### src/rtl/seq_calc_if.sv
// Start/busy/done handshake and BCD operand/result bus for seq_calc_unit.
interface seq_calc_if #(
  parameter int DIGITS = 2
);
  logic                  start;
  logic [1:0]            op;
  logic [4*DIGITS-1:0]   a_bcd;
  logic [4*DIGITS-1:0]   b_bcd;
  logic                  busy;
  logic                  done;
  logic [8*DIGITS-1:0]   result_bcd;
  logic                  neg;
  logic                  err;

  modport master (
    output start, op, a_bcd, b_bcd,
    input  busy, done, result_bcd, neg, err
  );

  modport slave (
    input  start, op, a_bcd, b_bcd,
    output busy, done, result_bcd, neg, err
  );
endinterface

### src/rtl/seq_calc_unit.sv
// Multi-cycle BCD add/sub/mul/div core: BCD->bin, execute, double-dabble.
// Optional CALC_DIGIT_CHECK_EN flags operand nibbles above 9 as errors.
module seq_calc_unit #(
  parameter int DIGITS = 2
) (
  input  logic       clkin,
  input  logic       reset,
  seq_calc_if.slave  bus
);
  localparam int W  = 4*DIGITS;
  localparam int RW = 2*W;
  localparam int BW = 8*DIGITS;
  localparam int CW = $clog2(RW) + 1;

  typedef enum logic [2:0] {
    S_IDLE, S_CONV, S_EXEC, S_B2B, S_DONE
  } state_t;

  state_t          r_state;
  state_t          w_state_nxt;
  logic [CW-1:0]   r_cnt;
  logic [1:0]      r_op;
  logic [W-1:0]    r_a_bcd;
  logic [W-1:0]    r_b_bcd;
  logic [W-1:0]    r_a;
  logic [W-1:0]    r_b;
  logic [W-1:0]    r_mq;
  logic [RW-1:0]   r_acc;
  logic [RW-1:0]   r_sh;
  logic [BW-1:0]   r_bcd;
  logic [BW-1:0]   r_result;
  logic            r_neg_p;
  logic            r_neg;
  logic            r_err;

  logic [3:0]      w_nib_a;
  logic [3:0]      w_nib_b;
  logic [W-1:0]    w_a_nxt;
  logic [W-1:0]    w_b_nxt;
  logic            w_last_conv;
  logic            w_last_exec;
  logic            w_last_b2b;
  logic            w_bad;
  logic            w_dz;
  logic [W:0]      w_shift;
  logic [W:0]      w_trial;
  logic [W:0]      w_rem;
  logic [W-1:0]    w_quo;
  logic [BW-1:0]   w_adj;
  logic [BW-1:0]   w_bcd_nxt;

  assign w_nib_a = r_a_bcd[W-1 -: 4];
  assign w_nib_b = r_b_bcd[W-1 -: 4];
  assign w_a_nxt = (r_a * W'(10)) + W'(w_nib_a);
  assign w_b_nxt = (r_b * W'(10)) + W'(w_nib_b);

  assign w_last_conv = (r_cnt == CW'(DIGITS-1));
  assign w_last_exec = (r_cnt == CW'(W-1));
  assign w_last_b2b  = (r_cnt == CW'(RW-1));

`ifdef CALC_DIGIT_CHECK_EN
  logic r_bad;
  assign w_bad = r_bad | (w_nib_a > 4'd9)
               | (w_nib_b > 4'd9);
`else
  assign w_bad = 1'b0;
`endif

  assign w_dz = (r_op == 2'd3) && (w_b_nxt == '0);

  // Restoring divide: remainder lives in the low W+1 bits of r_sh
  assign w_shift = {r_sh[W-1:0], r_mq[W-1]};
  assign w_trial = w_shift - {1'b0, r_b};
  assign w_rem   = w_trial[W] ? w_shift : w_trial;
  assign w_quo   = {r_mq[W-2:0], ~w_trial[W]};

  always_comb begin
    w_adj = r_bcd;
    for (int i = 0; i < 2*DIGITS; i++) begin
      if (r_bcd[4*i +: 4] >= 4'd5)
        w_adj[4*i +: 4] = r_bcd[4*i +: 4] + 4'd3;
    end
  end

  assign w_bcd_nxt = (w_adj << 1) | BW'(r_acc[RW-1]);

  always_ff @(posedge clkin or posedge reset) begin
    if (reset) r_state <= S_IDLE;
    else       r_state <= w_state_nxt;
  end

  always_comb begin
    w_state_nxt = r_state;
    unique case (r_state)
      S_IDLE:
        if (bus.start) w_state_nxt = S_CONV;
      S_CONV:
        if (w_last_conv) begin
          if (w_bad || w_dz) w_state_nxt = S_DONE;
          else               w_state_nxt = S_EXEC;
        end
      S_EXEC:
        if (!r_op[1] || w_last_exec)
          w_state_nxt = S_B2B;
      S_B2B:
        if (w_last_b2b) w_state_nxt = S_DONE;
      S_DONE:
        w_state_nxt = S_IDLE;
      default:
        w_state_nxt = S_IDLE;
    endcase
  end

  always_ff @(posedge clkin or posedge reset) begin
    if (reset) begin
      r_cnt    <= '0;
      r_op     <= '0;
      r_a_bcd  <= '0;
      r_b_bcd  <= '0;
      r_a      <= '0;
      r_b      <= '0;
      r_mq     <= '0;
      r_acc    <= '0;
      r_sh     <= '0;
      r_bcd    <= '0;
      r_result <= '0;
      r_neg_p  <= 1'b0;
      r_neg    <= 1'b0;
      r_err    <= 1'b0;
`ifdef CALC_DIGIT_CHECK_EN
      r_bad    <= 1'b0;
`endif
    end else begin
      r_cnt <= (w_state_nxt != r_state) ? '0 : r_cnt + 1'b1;
      unique case (r_state)
        S_IDLE: begin
          if (bus.start) begin
            r_op    <= bus.op;
            r_a_bcd <= bus.a_bcd;
            r_b_bcd <= bus.b_bcd;
            r_a     <= '0;
            r_b     <= '0;
`ifdef CALC_DIGIT_CHECK_EN
            r_bad   <= 1'b0;
`endif
          end
        end
        S_CONV: begin
          r_a     <= w_a_nxt;
          r_b     <= w_b_nxt;
          r_a_bcd <= r_a_bcd << 4;
          r_b_bcd <= r_b_bcd << 4;
          r_acc   <= '0;
          r_bcd   <= '0;
          r_neg_p <= 1'b0;
`ifdef CALC_DIGIT_CHECK_EN
          r_bad   <= w_bad;
`endif
          if (w_last_conv) begin
            if (r_op == 2'd2) begin
              r_sh <= RW'(w_a_nxt);
              r_mq <= w_b_nxt;
            end else begin
              r_sh <= '0;
              r_mq <= w_a_nxt;
            end
            if (w_bad || w_dz) begin
              r_result <= '0;
              r_neg    <= 1'b0;
              r_err    <= 1'b1;
            end
          end
        end
        S_EXEC: begin
          unique case (r_op)
            2'd0: r_acc <= RW'(r_a) + RW'(r_b);
            2'd1: begin
              if (r_a >= r_b) begin
                r_acc <= RW'(r_a - r_b);
              end else begin
                r_acc   <= RW'(r_b - r_a);
                r_neg_p <= 1'b1;
              end
            end
            2'd2: begin
              if (r_mq[0]) r_acc <= r_acc + r_sh;
              r_sh <= r_sh << 1;
              r_mq <= r_mq >> 1;
            end
            default: begin
              r_sh <= RW'(w_rem);
              r_mq <= w_quo;
              if (w_last_exec) r_acc <= RW'(w_quo);
            end
          endcase
        end
        S_B2B: begin
          r_bcd <= w_bcd_nxt;
          r_acc <= r_acc << 1;
          if (w_last_b2b) begin
            r_result <= w_bcd_nxt;
            r_neg    <= r_neg_p;
            r_err    <= 1'b0;
          end
        end
        default: ;
      endcase
    end
  end

  assign bus.busy       = (r_state != S_IDLE);
  assign bus.done       = (r_state == S_DONE);
  assign bus.result_bcd = r_result;
  assign bus.neg        = r_neg;
  assign bus.err        = r_err;
endmodule
### src/flat_wrapper.sv
// flat-port wrapper written by rule: the top's interface ports become plain ports
module seq_calc_unit_flat 
#(
  parameter int DIGITS = 2
)
  (clkin, reset, bus_start, bus_op, bus_a_bcd, bus_b_bcd, bus_busy, bus_done, bus_result_bcd, bus_neg, bus_err);
  seq_calc_if #(.DIGITS(DIGITS)) bus_i ();
  input  logic clkin;
  input  logic reset;
  input wire logic [$bits(bus_i.start)-1:0] bus_start;
  input wire logic [$bits(bus_i.op)-1:0] bus_op;
  input wire logic [$bits(bus_i.a_bcd)-1:0] bus_a_bcd;
  input wire logic [$bits(bus_i.b_bcd)-1:0] bus_b_bcd;
  output wire logic [$bits(bus_i.busy)-1:0] bus_busy;
  output wire logic [$bits(bus_i.done)-1:0] bus_done;
  output wire logic [$bits(bus_i.result_bcd)-1:0] bus_result_bcd;
  output wire logic [$bits(bus_i.neg)-1:0] bus_neg;
  output wire logic [$bits(bus_i.err)-1:0] bus_err;
  assign bus_i.start = bus_start;
  assign bus_i.op = bus_op;
  assign bus_i.a_bcd = bus_a_bcd;
  assign bus_i.b_bcd = bus_b_bcd;
  assign bus_busy = bus_i.busy;
  assign bus_done = bus_i.done;
  assign bus_result_bcd = bus_i.result_bcd;
  assign bus_neg = bus_i.neg;
  assign bus_err = bus_i.err;
  seq_calc_unit #(.DIGITS(DIGITS)) u_core (.clkin(clkin), .reset(reset), .bus(bus_i));
endmodule
### config.mk
export PLATFORM = sky130hd
export DESIGN_NAME = seq_calc_unit_flat
export DESIGN_NICKNAME = d
export VERILOG_FILES = /design/src/rtl/seq_calc_if.sv /design/src/rtl/seq_calc_unit.sv /design/src/flat_wrapper.sv
export SDC_FILE = /design/constraint.sdc
export NUM_CORES = 1
export LEC_CHECK = 0
export ABC_AREA = 1
export CAP_MARGIN = 10
export CORE_ASPECT_RATIO = 2
export CORE_MARGIN = 2
export CORE_UTILIZATION = 35
export CTS_CLUSTER_DIAMETER = 40
export DETAILED_ROUTE_END_ITERATION = 8
export MAX_ROUTING_LAYER = met4
export PLACE_DENSITY = 0.57
export SLEW_MARGIN = 20
export SYNTH_ARGS = -nofsm -noshare
export SYNTH_HDL_FRONTEND = slang
export SYNTH_SLANG_ARGS = --single-unit
### constraint.sdc
create_clock -name clkin -period 4.1 [get_ports clkin]
set_input_delay 0.82 -clock clkin [delete_from_list [all_inputs] [get_ports clkin]]
set_output_delay 0.82 -clock clkin [all_outputs]
set_load 0.05 [all_outputs]
==> flow_summary.json <==
{
  "status": "finished, final reports clean",
  "overflow": 0,
  "internal_power_uw": 4413,
  "r2r_cells": 17,
  "start_util_pct": 35.35,
  "cts_max_level": 4,
  "min_period_ns": 3.384,
  "clk_pin_slew_ns": 0.05,
  "synth-edff-count": 0,
  "synth_cells": 1214,
  "crit_arrival_ns": 3.66,
  "end_kind": "register",
  "hold_viol": 0,
  "synth_area_mm2": 0.008777,
  "io_buffers": 40,
  "cpMostUsedCell": "nand2_1",
  "cts_buffers": 17,
  "critPathBufInv": 1,
  "drc": 0,
  "wl_per_cell_um": 15.64,
  "fin_cells": 1599,
  "cts.sinks": 117,
  "yosysTopAreaCell": "dfrtp_1",
  "final.fill_count": 2635,
  "hold_end": "u_core.r_sh[15]",
  "crit_slowest_cell": "dfrtp_1",
  "hp-class": "reg2reg",
  "gr-usage-all-layers_pct": 20.35,
  "synth_common_cells": "317 x nand2_1, 166 x inv_1, 117 x dfrtp_1",
  "p_seq_share_pct": 20.7,
  "crit_chain": "ha_1, fa_1, o21ai_0, nand2_1, nand2_1, nand2_1, a21oi_1, nor2_1, o21bai_1, ha_1, nand2_1, inv_1, o21a_1, nand2_1, nand2_1, nand2_1, o21ai_0",
  "dpl.cell_count": 1570,
  "ys_warn_count": 0,
  "routed_via_density": 5.079,
  "r2r-start": "u_core.r_b[0]",
  "ctsRootBufferMaster": "clkbuf_16",
  "antenna_cells": 0,
  "synth_seq_cells": 117,
  "dr.pass1.iters": 5,
  "synthMostInstantiatedCell": "nand2_1",
  "rsz0062_at_grt": "no",
  "setup_tns_ns": 0,
  "peakVddDrop_v": 0.0004482,
  "setup-violations-final": 0,
  "synthDistinctLibCells": 43,
  "synthFlopType": "dfrtp_1",
  "async_reset_ff_share_pct": 100.0,
  "syn_to_final_growth_pct": 15.30,
  "io_pins": 41,
  "post_cts_buffers": 0,
  "wirelength_mm": 25.01,
  "total_power_uw": 9323,
  "reg2reg_to": "u_core.r_sh[7]",
  "seq_area_frac_synth_pct": 33.36,
  "cap_violations": 0,
  "syn_avg_cell_area_um2": 7.230,
  "p_clk_share_pct": 16.0,
  "final_max_slew_viol_count": 0,
  "die-area_mm2": 0.02644,
  "crit_required_ns": 4.38,
  "power.switching_uw": 4909,
  "grt_pass1_wl_mm": 41.25,
  "max_stage_delay_ns": 0.46,
  "rows": 82,
  "hold_path_depth": 2,
  "worst_hold_slack_ns": 0.5010,
  "gp_congestion": 0.9901,
  "dp_hpwl_mm": 19.33,
  "max_freq_mhz": 295.5,
  "grt_pass1_vias": 8046,
  "fin_crit_sh_pct": 82.54,
  "maxSlewHeadroom_pct": 40.80,
  "crit_fanout": 8,
  "synth_area_leaders": "dfrtp_1 33%, nand2_1 14%, ha_1 11%",
  "min_from": "u_core.r_sh[15]",
  "p_per_area_mw_per_mm2": 921.2,
  "tritoncts": "yes",
  "grt_start_max_net_pins": 56,
  "p_leak_uw": 0.005137,
  "cp-start-kind": "register",
  "rrSetupSlack_ns": 0.72,
  "clk_path_buf_depth": 2,
  "antenna_found_initial": 0,
  "die_w_um": 116.0,
  "coreArea_mm2": 0.02483,
  "cp_top_family": "compound AO/OA/AOI/OAI gates",
  "drive_gt1_share_pct": 5.305,
  "ctsHoldBuffers": 0,
  "drt_iter0_drc": 652,
  "syn-num-nets": 1323,
  "vias": 8122,
  "crit_type": "reg2reg",
  "synth_top_cell_area_share_pct": 33.36,
  "combPwrFrac_pct": 63.4,
  "swShare_pct": 52.66,
  "finClkSkew_ns": 0.01151,
  "final_util_pct": 40.76,
  "cts_resized": 0,
  "worst_pin_slew_ns": 0.8859,
  "route.antenna.remaining_nets": 0,
  "die_h_um": 228.0,
  "clkLatencyLatePin_ns": 0.42,
  "layout.nets": 1362
}
## cell families after synthesis
group / synth area share [%]
adders and majority gates: 13.31
DFF: 33.36
buffers and inverters: 9.252
and+or+nand+nor: 26.77
AOI/OAI and AO/OA: 14.33
xor gates and xnor gates: 2.979
## how the worst max path moves through the flow
stage | cells after the start | slack, ns | end | from
finish | 17 | 0.72 | u_core.r_sh[7] | u_core.r_b[0]
global route | 17 | 0.44 | u_core.r_sh[7] | u_core.r_b[0]
CTS | 17 | 0.80 | u_core.r_sh[7] | u_core.r_b[0]
detailed placement | 10 | 0.85 | u_core.bus.result_bcd[6] | u_core.r_b[1]
global placement | 17 | 1.0 | u_core.r_sh[7] | u_core.r_b[0]
floorplan | 1 | 0.18 | u_core.bus.err | reset
## final cells by class
class	instances	area [µm²]	area share, %
Clock inverter	9	131.4	1.298
Tap cell	336	420.4	4.154
Timing Repair Buffer	52	490.5	4.847
Clock buffer	20	446.7	4.414
Multi-Input combinational cell	889	5040	49.80
Sequential cell	117	2928	28.93
Inverter	176	663.1	6.553
## cell usage in the layout (no fill, tap or decap), types with 5 or more instances in the layout
| master | synthesis | layout |
|---|---|---|
| a211oi_1 | 10 | 10 |
| a21oi_1 | 73 | 73 |
| a22oi_1 | 5 | 5 |
| buf_4 | 2 | 12 |
| clkbuf_16 | 0 | 17 |
| clkdlybuf4s50_1 | 0 | 40 |
| dfrtp_1 | 117 | 117 |
| fa_1 | 9 | 9 |
| ha_1 | 79 | 79 |
| inv_1 | 166 | 165 |
| inv_2 | 8 | 8 |
| nand2_1 | 317 | 317 |
| nand3_1 | 104 | 104 |
| nand3b_1 | 7 | 7 |
| nand4_1 | 7 | 7 |
| nor2_1 | 85 | 84 |
| nor2_2 | 5 | 6 |
| nor3_1 | 12 | 12 |
| o211ai_1 | 10 | 10 |
| o21ai_0 | 68 | 68 |
| o21ai_1 | 5 | 5 |
| o21bai_1 | 8 | 8 |
| o22ai_1 | 33 | 33 |
| xor2_1 | 24 | 24 |
## state kept, by name, indices dropped and copies added, names as in the netlist
name and flops:
u_core.r_acc 16, u_core.bus.err 1, u_core.r_state 3, u_core.r_a_bcd 8
u_core.r_mq 8, u_core.r_a 8, u_core.bus.result_bcd 16, u_core.r_op 2
u_core.r_neg_p 1, u_core.r_b_bcd 8, u_core.bus.neg 1, u_core.r_b 8
u_core.r_bcd 16, u_core.r_cnt 5, u_core.r_sh 16
## metal layers
| layer | track usage (%) | vias to the layer above | wire (µm) |
|---|---|---|---|
| met1 | 26.42 | 3823 | 11170 |
| met3 | 2.736 | 51 | 852 |
| met4 | 7.403 | 0 | 764 |
| li1 | - | 4056 | - |
| met5 | - | - | 0 |
| met2 | 32.24 | 192 | 12230 |
## power by group through the flow
stage / clock, µW / sequential, µW / combinational [µW]
after floorplan: 0 / 1790 / 4340
after global placement: 0 / 1920 / 5790
after detailed placement: 0 / 1940 / 5840
after CTS: 1510 / 1920 / 5880
after global routing: 1560 / 1970 / 6650
final: 1490 / 1930 / 5910
## worst reg2reg max path: cells and delay by family, from the launching register on
family / cells / cell delay [ns]
AOI/OAI and AO/OA: 5 / 1.01
adders and majority gates: 3 / 0.92
and+or+nand+nor: 8 / 0.65
DFF: 1 / 0.46
buffers and inverters: 1 / 0.19
## through the flow
step | area [µm²] | setup WS (ns)
floorplan | 8777 | 0.1792
global placement | 9542 | 0.9961
detailed placement | 9542 | 0.8536
CTS | 10120 | 0.8002
global route | 10120 | 0.4408
finish | 10120 | 0.7157
No activity file was read; power rests on OpenSTA's default activity.
